===== config.mk =====
export PLATFORM = sky130hd
export DESIGN_NAME = multicycle_control
export DESIGN_NICKNAME = d
export VERILOG_FILES = /design/src/rtl/ctrl_pkg.sv /design/src/rtl/mem_wait_timer.sv /design/src/rtl/multicycle_control.sv
export SDC_FILE = /design/constraint.sdc
export NUM_CORES = 1
export LEC_CHECK = 0
export ABC_AREA = 1
export CAP_MARGIN = 25
export CORE_UTILIZATION = 54
export DETAILED_ROUTE_END_ITERATION = 10
export HOLD_SLACK_MARGIN = 0.15
export PLACE_DENSITY_LB_ADDON = 0.25
export SYNTH_ARGS = -nofsm -noshare
export SYNTH_HDL_FRONTEND = slang
export SYNTH_SLANG_ARGS = --single-unit

===== constraint.sdc =====
create_clock -name clk_i -period 1.7 [get_ports clk_i]
set_input_delay 0.17 -clock clk_i [delete_from_list [all_inputs] [get_ports clk_i]]
set_output_delay 0.17 -clock clk_i [all_outputs]
set_load 0.02 [all_outputs]

===== src/rtl/ctrl_pkg.sv =====
// ctrl_pkg: state encodings, opcodes, datapath select codes and per-state strobe decode
package ctrl_pkg;
   typedef enum logic [3:0] {
      S_IDLE    = 4'd0,
      S_FETCH   = 4'd1,
      S_DECODE  = 4'd2,
      S_MEMADDR = 4'd3,
      S_MEMRD   = 4'd4,
      S_MEMWB   = 4'd5,
      S_MEMWR   = 4'd6,
      S_EXEC_R  = 4'd7,
      S_RWB     = 4'd8,
      S_EXEC_I  = 4'd9,
      S_IWB     = 4'd10,
      S_BRANCH  = 4'd11,
      S_JUMP    = 4'd12,
      S_TRAP    = 4'd15
   } state_t;

   localparam logic [5:0] OP_RTYPE = 6'b000000;
   localparam logic [5:0] OP_LW    = 6'b100011;
   localparam logic [5:0] OP_SW    = 6'b101011;
   localparam logic [5:0] OP_ADDI  = 6'b001000;
   localparam logic [5:0] OP_ORI   = 6'b001101;
   localparam logic [5:0] OP_BEQ   = 6'b000100;
   localparam logic [5:0] OP_J     = 6'b000010;

   localparam logic [1:0] ALU_ADD   = 2'b00;
   localparam logic [1:0] ALU_SUB   = 2'b01;
   localparam logic [1:0] ALU_FUNCT = 2'b10;
   localparam logic [1:0] ALU_OR    = 2'b11;

   localparam logic [1:0] SRCB_RT  = 2'b00;
   localparam logic [1:0] SRCB_4   = 2'b01;
   localparam logic [1:0] SRCB_IMM = 2'b10;
   localparam logic [1:0] SRCB_SH  = 2'b11;

   localparam logic [1:0] PC_ALU = 2'b00;
   localparam logic [1:0] PC_OUT = 2'b01;
   localparam logic [1:0] PC_JMP = 2'b10;

   typedef struct packed {
      logic       pc_write;
      logic       pc_write_cond;
      logic       iord;
      logic       mem_read;
      logic       mem_write;
      logic       mem_to_reg;
      logic       reg_dst;
      logic       reg_write;
      logic       src_a;
      logic [1:0] src_b;
      logic [1:0] alu_op;
      logic [1:0] pc_src;
      logic       trap;
   } ctrl_t;

   function automatic state_t decode_next(logic [5:0] op);
      case (op)
         OP_RTYPE:     return S_EXEC_R;
         OP_LW, OP_SW: return S_MEMADDR;
         OP_ADDI, OP_ORI: return S_EXEC_I;
         OP_BEQ:       return S_BRANCH;
         OP_J:         return S_JUMP;
         default:      return S_TRAP;
      endcase
   endfunction

   // FETCH's PC/IR load is qualified by ready outside this table
   function automatic ctrl_t decode_state(state_t s, logic [5:0] op);
      ctrl_t c;
      c = '0;
      case (s)
         S_FETCH:   begin c.mem_read = 1'b1; c.src_b = SRCB_4; c.alu_op = ALU_ADD; c.pc_src = PC_ALU; end
         S_DECODE:  c.src_b = SRCB_SH;
         S_MEMADDR: begin c.src_a = 1'b1; c.src_b = SRCB_IMM; end
         S_MEMRD:   begin c.mem_read = 1'b1; c.iord = 1'b1; end
         S_MEMWB:   begin c.reg_write = 1'b1; c.mem_to_reg = 1'b1; end
         S_MEMWR:   begin c.mem_write = 1'b1; c.iord = 1'b1; end
         S_EXEC_R:  begin c.src_a = 1'b1; c.src_b = SRCB_RT; c.alu_op = ALU_FUNCT; end
         S_RWB:     begin c.reg_write = 1'b1; c.reg_dst = 1'b1; end
         S_EXEC_I:  begin c.src_a = 1'b1; c.src_b = SRCB_IMM; c.alu_op = (op == OP_ORI) ? ALU_OR : ALU_ADD; end
         S_IWB:     c.reg_write = 1'b1;
         S_BRANCH:  begin c.src_a = 1'b1; c.alu_op = ALU_SUB; c.pc_write_cond = 1'b1; c.pc_src = PC_OUT; end
         S_JUMP:    begin c.pc_write = 1'b1; c.pc_src = PC_JMP; end
         S_TRAP:    c.trap = 1'b1;
         default:   ;
      endcase
      return c;
   endfunction
endpackage


===== src/rtl/mem_wait_timer.sv =====
// mem_wait_timer: counts memory wait cycles and flags when the wait limit is reached
module mem_wait_timer #(
   parameter int unsigned MEM_WAIT_MAX = 15,
   parameter int unsigned CNT_W = 8
) (
   input  logic clk_i,
   input  logic rst_i,
   input  logic clr,
   input  logic en,
   output logic timeout
);
   logic [CNT_W-1:0] cnt;

   always_ff @(posedge clk_i or negedge rst_i)
      if (!rst_i) cnt <= '0;
      else if (clr) cnt <= '0;
      else if (en) cnt <= cnt + 1'b1;

   assign timeout = (cnt == CNT_W'(MEM_WAIT_MAX));
endmodule


===== src/rtl/multicycle_control.sv =====
// multicycle_control: Moore FSM sequencing MIPS instructions through the shared multi-cycle datapath
module multicycle_control
   import ctrl_pkg::*;
#(
   parameter int unsigned ALUOP_W = 2,
   parameter int unsigned MEM_WAIT_MAX = 15,
   parameter int unsigned CNT_W = 8
) (
   input  logic               clk_i,
   input  logic               rst_i,
   input  logic [5:0]         Op_i,
   input  logic               Mem_ready_i,
   output logic               PCWrite_o,
   output logic               PCWriteCond_o,
   output logic               IorD_o,
   output logic               MemRead_o,
   output logic               MemWrite_o,
   output logic               IRWrite_o,
   output logic               MemtoReg_o,
   output logic               RegDst_o,
   output logic               RegWrite_o,
   output logic               ALUSrcA_o,
   output logic [1:0]         ALUSrcB_o,
   output logic [ALUOP_W-1:0] ALUOp_o,
   output logic [1:0]         PCSource_o,
   output logic [3:0]         State_o,
   output logic               Trap_o
);
   state_t     state, nxt;
   logic [5:0] op_q, op_nxt;
   ctrl_t      ctl;
   logic       timeout, waiting, fetch_done;

   assign waiting    = (state == S_FETCH) || (state == S_MEMRD) || (state == S_MEMWR);
   assign op_nxt     = (state == S_DECODE) ? Op_i : op_q;
   assign fetch_done = (state == S_FETCH) && Mem_ready_i;

   // ready in the limit cycle still completes the access
   always_comb begin
      nxt = state;
      case (state)
         S_IDLE:    nxt = S_FETCH;
         S_FETCH:   nxt = Mem_ready_i ? S_DECODE : timeout ? S_TRAP : S_FETCH;
         S_DECODE:  nxt = decode_next(Op_i);
         S_MEMADDR: nxt = (op_q == OP_SW) ? S_MEMWR : S_MEMRD;
         S_MEMRD:   nxt = Mem_ready_i ? S_MEMWB : timeout ? S_TRAP : S_MEMRD;
         S_MEMWR:   nxt = Mem_ready_i ? S_FETCH : timeout ? S_TRAP : S_MEMWR;
         S_EXEC_R:  nxt = S_RWB;
         S_EXEC_I:  nxt = S_IWB;
         S_MEMWB, S_RWB, S_IWB, S_BRANCH, S_JUMP: nxt = S_FETCH;
         default:   nxt = S_TRAP;
      endcase
   end

   mem_wait_timer #(.MEM_WAIT_MAX(MEM_WAIT_MAX), .CNT_W(CNT_W)) u_timer (
      .clk_i   (clk_i),
      .rst_i   (rst_i),
      .clr     (nxt != state),
      .en      (waiting && !Mem_ready_i),
      .timeout (timeout)
   );

   // strobes are registered from the state being entered so they line up with State_o
   always_ff @(posedge clk_i or negedge rst_i)
      if (!rst_i) begin
         state <= S_IDLE;
         op_q  <= '0;
         ctl   <= '0;
      end else begin
         state <= nxt;
         op_q  <= op_nxt;
         ctl   <= decode_state(nxt, op_nxt);
      end

   assign PCWrite_o     = ctl.pc_write || fetch_done;
   assign IRWrite_o     = fetch_done;
   assign PCWriteCond_o = ctl.pc_write_cond;
   assign IorD_o        = ctl.iord;
   assign MemRead_o     = ctl.mem_read;
   assign MemWrite_o    = ctl.mem_write;
   assign MemtoReg_o    = ctl.mem_to_reg;
   assign RegDst_o      = ctl.reg_dst;
   assign RegWrite_o    = ctl.reg_write;
   assign ALUSrcA_o     = ctl.src_a;
   assign ALUSrcB_o     = ctl.src_b;
   assign ALUOp_o       = ALUOP_W'(ctl.alu_op);
   assign PCSource_o    = ctl.pc_src;
   assign State_o       = state;
   assign Trap_o        = ctl.trap;
endmodule


==> results.py <==
metrics = {
    "job": {
        "cap_violations": 0,
    },
    "sta": {
        "fin_crit_ns": 1.963,
        "drv_slew": 0,
        "worstMarginPinSlew_ns": 0.4356,
        "period_share_pct": 115.4,
        "setup_violations": 24,
        "setup_tns_ns": -3.445,
        "clock.fmax_mhz": 509.5,
        "skew_ns": 0.003094,
        "hold_viol_final": 0,
        "rsz0062_at_grt": "true",
        "slew_headroom_pct": 70.96,
        "fin_ws_ns": -0.2626,
        "hold_ws_ns": 0.2853,
    },
    "status": {
        "violations": "negative setup slack",
        "outcome": "finished, violations left",
    },
    "clock_tree": {
        "htreeDepth": 2,
        "cts_tree": "built",
        "clkSlewWorstSetupHoldPaths_ns": 0.07,
        "clk_latency_ns": 0.29,
        "cts-buffers-inserted": 5,
        "cts.sinks": 33,
        "clockBufferDepth": 2,
        "clock-root-buffer": "clkbuf_8",
    },
    "yosys": {
        "synth_seq_area_share_pct": 41.17,
        "synth_top_area_share_pct": 41.17,
        "yosys_warnings": 0,
        "synth_edf_count": 0,
        "synth_fp_nets": 266,
        "mappedNetlistArea_sq_um": 2006,
        "postSynthAreaPerCell_sq_um": 7.835,
        "synthTopCellsByArea": "dfrtp_1 (41%), nand2_1 (11%), nor2_1 (7.3%)",
        "synth_async_sr_flop_share_pct": 100.0,
        "yosysMostFrequentCell": "nand2_1",
        "synth_cell_types": 29,
        "synth_ff_type": "dfrtp_1",
        "ys_ff_latch": 33,
        "synthCells": 256,
        "yosysTopAreaCell": "dfrtp_1",
        "synth_commonest_cells": "nand2_1 (61), nor2_1 (39), dfrtp_1 (33)",
    },
    "floorplanning": {
        "rows": 21,
        "io_pins": 30,
        "core_sq_um": 3442,
        "fp.dieW_um": 62.95,
        "start_util_pct": 58.27,
        "die_area_sq_um": 3962,
        "die_h_um": 62.95,
    },
    "setup_path": {
        "cpPeakStageDelay_ns": 0.56,
        "crit_path_max_fanout": 8,
        "cp-end-kind": "flop",
        "path_common_cell": "nand2_1",
        "cp_cell_sequence": "clkdlybuf4s50_1, inv_1, nand2_1, nand2_1, nand2_2, nand2_1, nor2_1, nand2_1, nand2_2, nand2_4, nand2_4, nand3_4, nor3_4",
        "crit_slowest_cell": "clkdlybuf4s50_1",
        "worstPathRequired_ns": 1.90,
        "critPathLaunchType": "input port",
        "worstPathArrival_ns": 2.16,
        "crit_type": "in2reg",
    },
    "grt": {
        "overflow": 0,
        "use_met3_pct": 6.204,
        "met1_usage_pct": 34.13,
        "grt_pass1_vias": 1892,
        "grt_pass1_wl_um": 8466,
        "grt_max_degree": 34,
        "grtUsageMet2_pct": 47.04,
        "antenna_found_initial": 0,
        "grt_busiest_layer": "met2",
        "grtUsageTotal_pct": 27.74,
    },
    "power_and_ir_drop": {
        "cellPowerDensity_nw_per_um2": 1948,
        "p_sw_w": 0.003074,
        "power_w": 0.006199,
        "swShare_pct": 49.58,
        "p_int_w": 0.003125,
        "power_frac_clock_pct": 12.4,
        "p_leak_nw": 1.593,
        "vdd_drop_max_mv": 1.373,
        "pwr-share-comb_pct": 68.4,
        "pwr-share-seq_pct": 19.1,
    },
    "routing": {
        "drc_errors": 0,
        "drt_first_pass_iters": 7,
        "via_count": 2287,
        "first_iter_violations": 278,
        "vias_per_cell": 5.940,
        "wl_per_cell_um": 19.73,
        "drtAntennaViolNets": 0,
        "routed_wl_um": 7595,
    },
    "cells_and_area": {
        "final_area_sq_um": 3182,
        "drive_gt1_share_pct": 49.56,
        "nets": 348,
        "n_antenna_cell": 0,
        "area_growth_pct": 58.64,
        "n_fill_cell": 135,
    },
    "placement": {
        "place_congestion": 1.015,
        "pre_cts_slack_ns": -0.2520,
        "numPortBuffers": 29,
        "placed_area_sq_um": 2537,
        "dp_hpwl_um": 3356,
    },
    "worst_hold_path": {
        "hp-class": "in2async",
    },
}
-- state kept, by name, summed over array words and instances, names as in the netlist, 2 cells and up --
signal,flops
u_timer.cnt,8
ALUSrcB_o,2
op_q,6
ALUOp_o,2
State_o,4
-- layout make-up --
class                   instances  area (sq um)  share of cell area [%]
multi-input cells             179          1310                   41.17
inverters                      37         158.9                   4.994
clock inverters                 2         37.54                   1.180
repair buffers                 82         708.2                   22.26
clock buffers                   6         82.58                   2.595
well taps                      46         57.56                   1.809
flip-flops and latches         33         827.0                   25.99
-- what timing repair did --
action                                  CTS  global route
hold buffers                              0             0
buffers inserted                          4            18
pin swaps                                10            32
gates cloned                              0             0
gates resized for setup                  38            77
endpoints found under the setup margin   18            26
-- metrics by stage --
step / util (%) / cells
after global routing: 92.44 / 385
after CTS: 81.72 / 368
final: 92.44 / 385
after detailed placement: 73.72 / 356
after global placement: 73.72 / 356
after floorplan: - / 256
-- cells by family after synthesis --
family / after synthesis / share of synthesized area [%]
simple gates: 160 / 42.17
buf+inv: 44 / 10.23
flops: 33 / 41.17
compound gates: 12 / 3.181
xor+xnor: 6 / 2.620
fa+ha+maj: 1 / 0.6237
-- worst max-delay path, delay by kind of cell --
family,cells,cell delay [ns]
simple gates,11,1.30
buf+inv,2,0.67
-- placed cells by master, fill, tap and decap left out, types with 2 or more instances in the layout --
master	instances
nand4_1	4
o21ai_2	2
clkbuf_8	6
xnor2_1	2
nand2_2	18
buf_4	48
inv_2	9
xor2_1	4
nand2_4	11
inv_6	2
clkdlybuf4s50_1	22
nor2_1	22
nor2_4	10
inv_1	22
inv_4	4
nor3_4	2
dlymetal6s2s_1	4
nand3_4	6
dfrtp_1	32
nor2_2	11
nand3_1	8
nand2_1	41
nand3_2	10
nor3_2	7
o21ai_1	2
or2_2	3
buf_6	6
o21ai_0	4
o22ai_2	2
-- power groups by stage --
stage                     clock, W  sequential (W)  combinational [W]
after floorplan                  0         0.00125            0.00172
after global placement           0         0.00114            0.00269
after detailed placement         0         0.00114            0.00274
after CTS                 0.000771         0.00114            0.00314
after global routing      0.000820         0.00119            0.00442
final                     0.000770         0.00119            0.00424
-- per-layer routing --
metal	wire (um)	up-vias
met3	622	52
li1	-	960
met1	2843	1100
met2	3723	175
met4	405	0
met5	0	-
-- final timing paths --
| kind | startpoint | end | slack, ns | cells past startpoint |
|---|---|---|---|---|
| max | Op_i[2] | u_timer.cnt[0] | -0.26 | 13 |
| min | rst_i | RegDst_o | 0.29 | 2 |
| max reg2reg | State_o[2] | u_timer.cnt[0] | -0.19 | 11 |
| min reg2reg | op_q[0] | op_q[0] | 0.58 | 2 |
| max in group asynchronous | rst_i | State_o[0] | 1.09 | 2 |
| min in group clk_i | Op_i[0] | op_q[0] | 0.52 | 4 |
No activity file was read; power rests on OpenSTA's default activity.
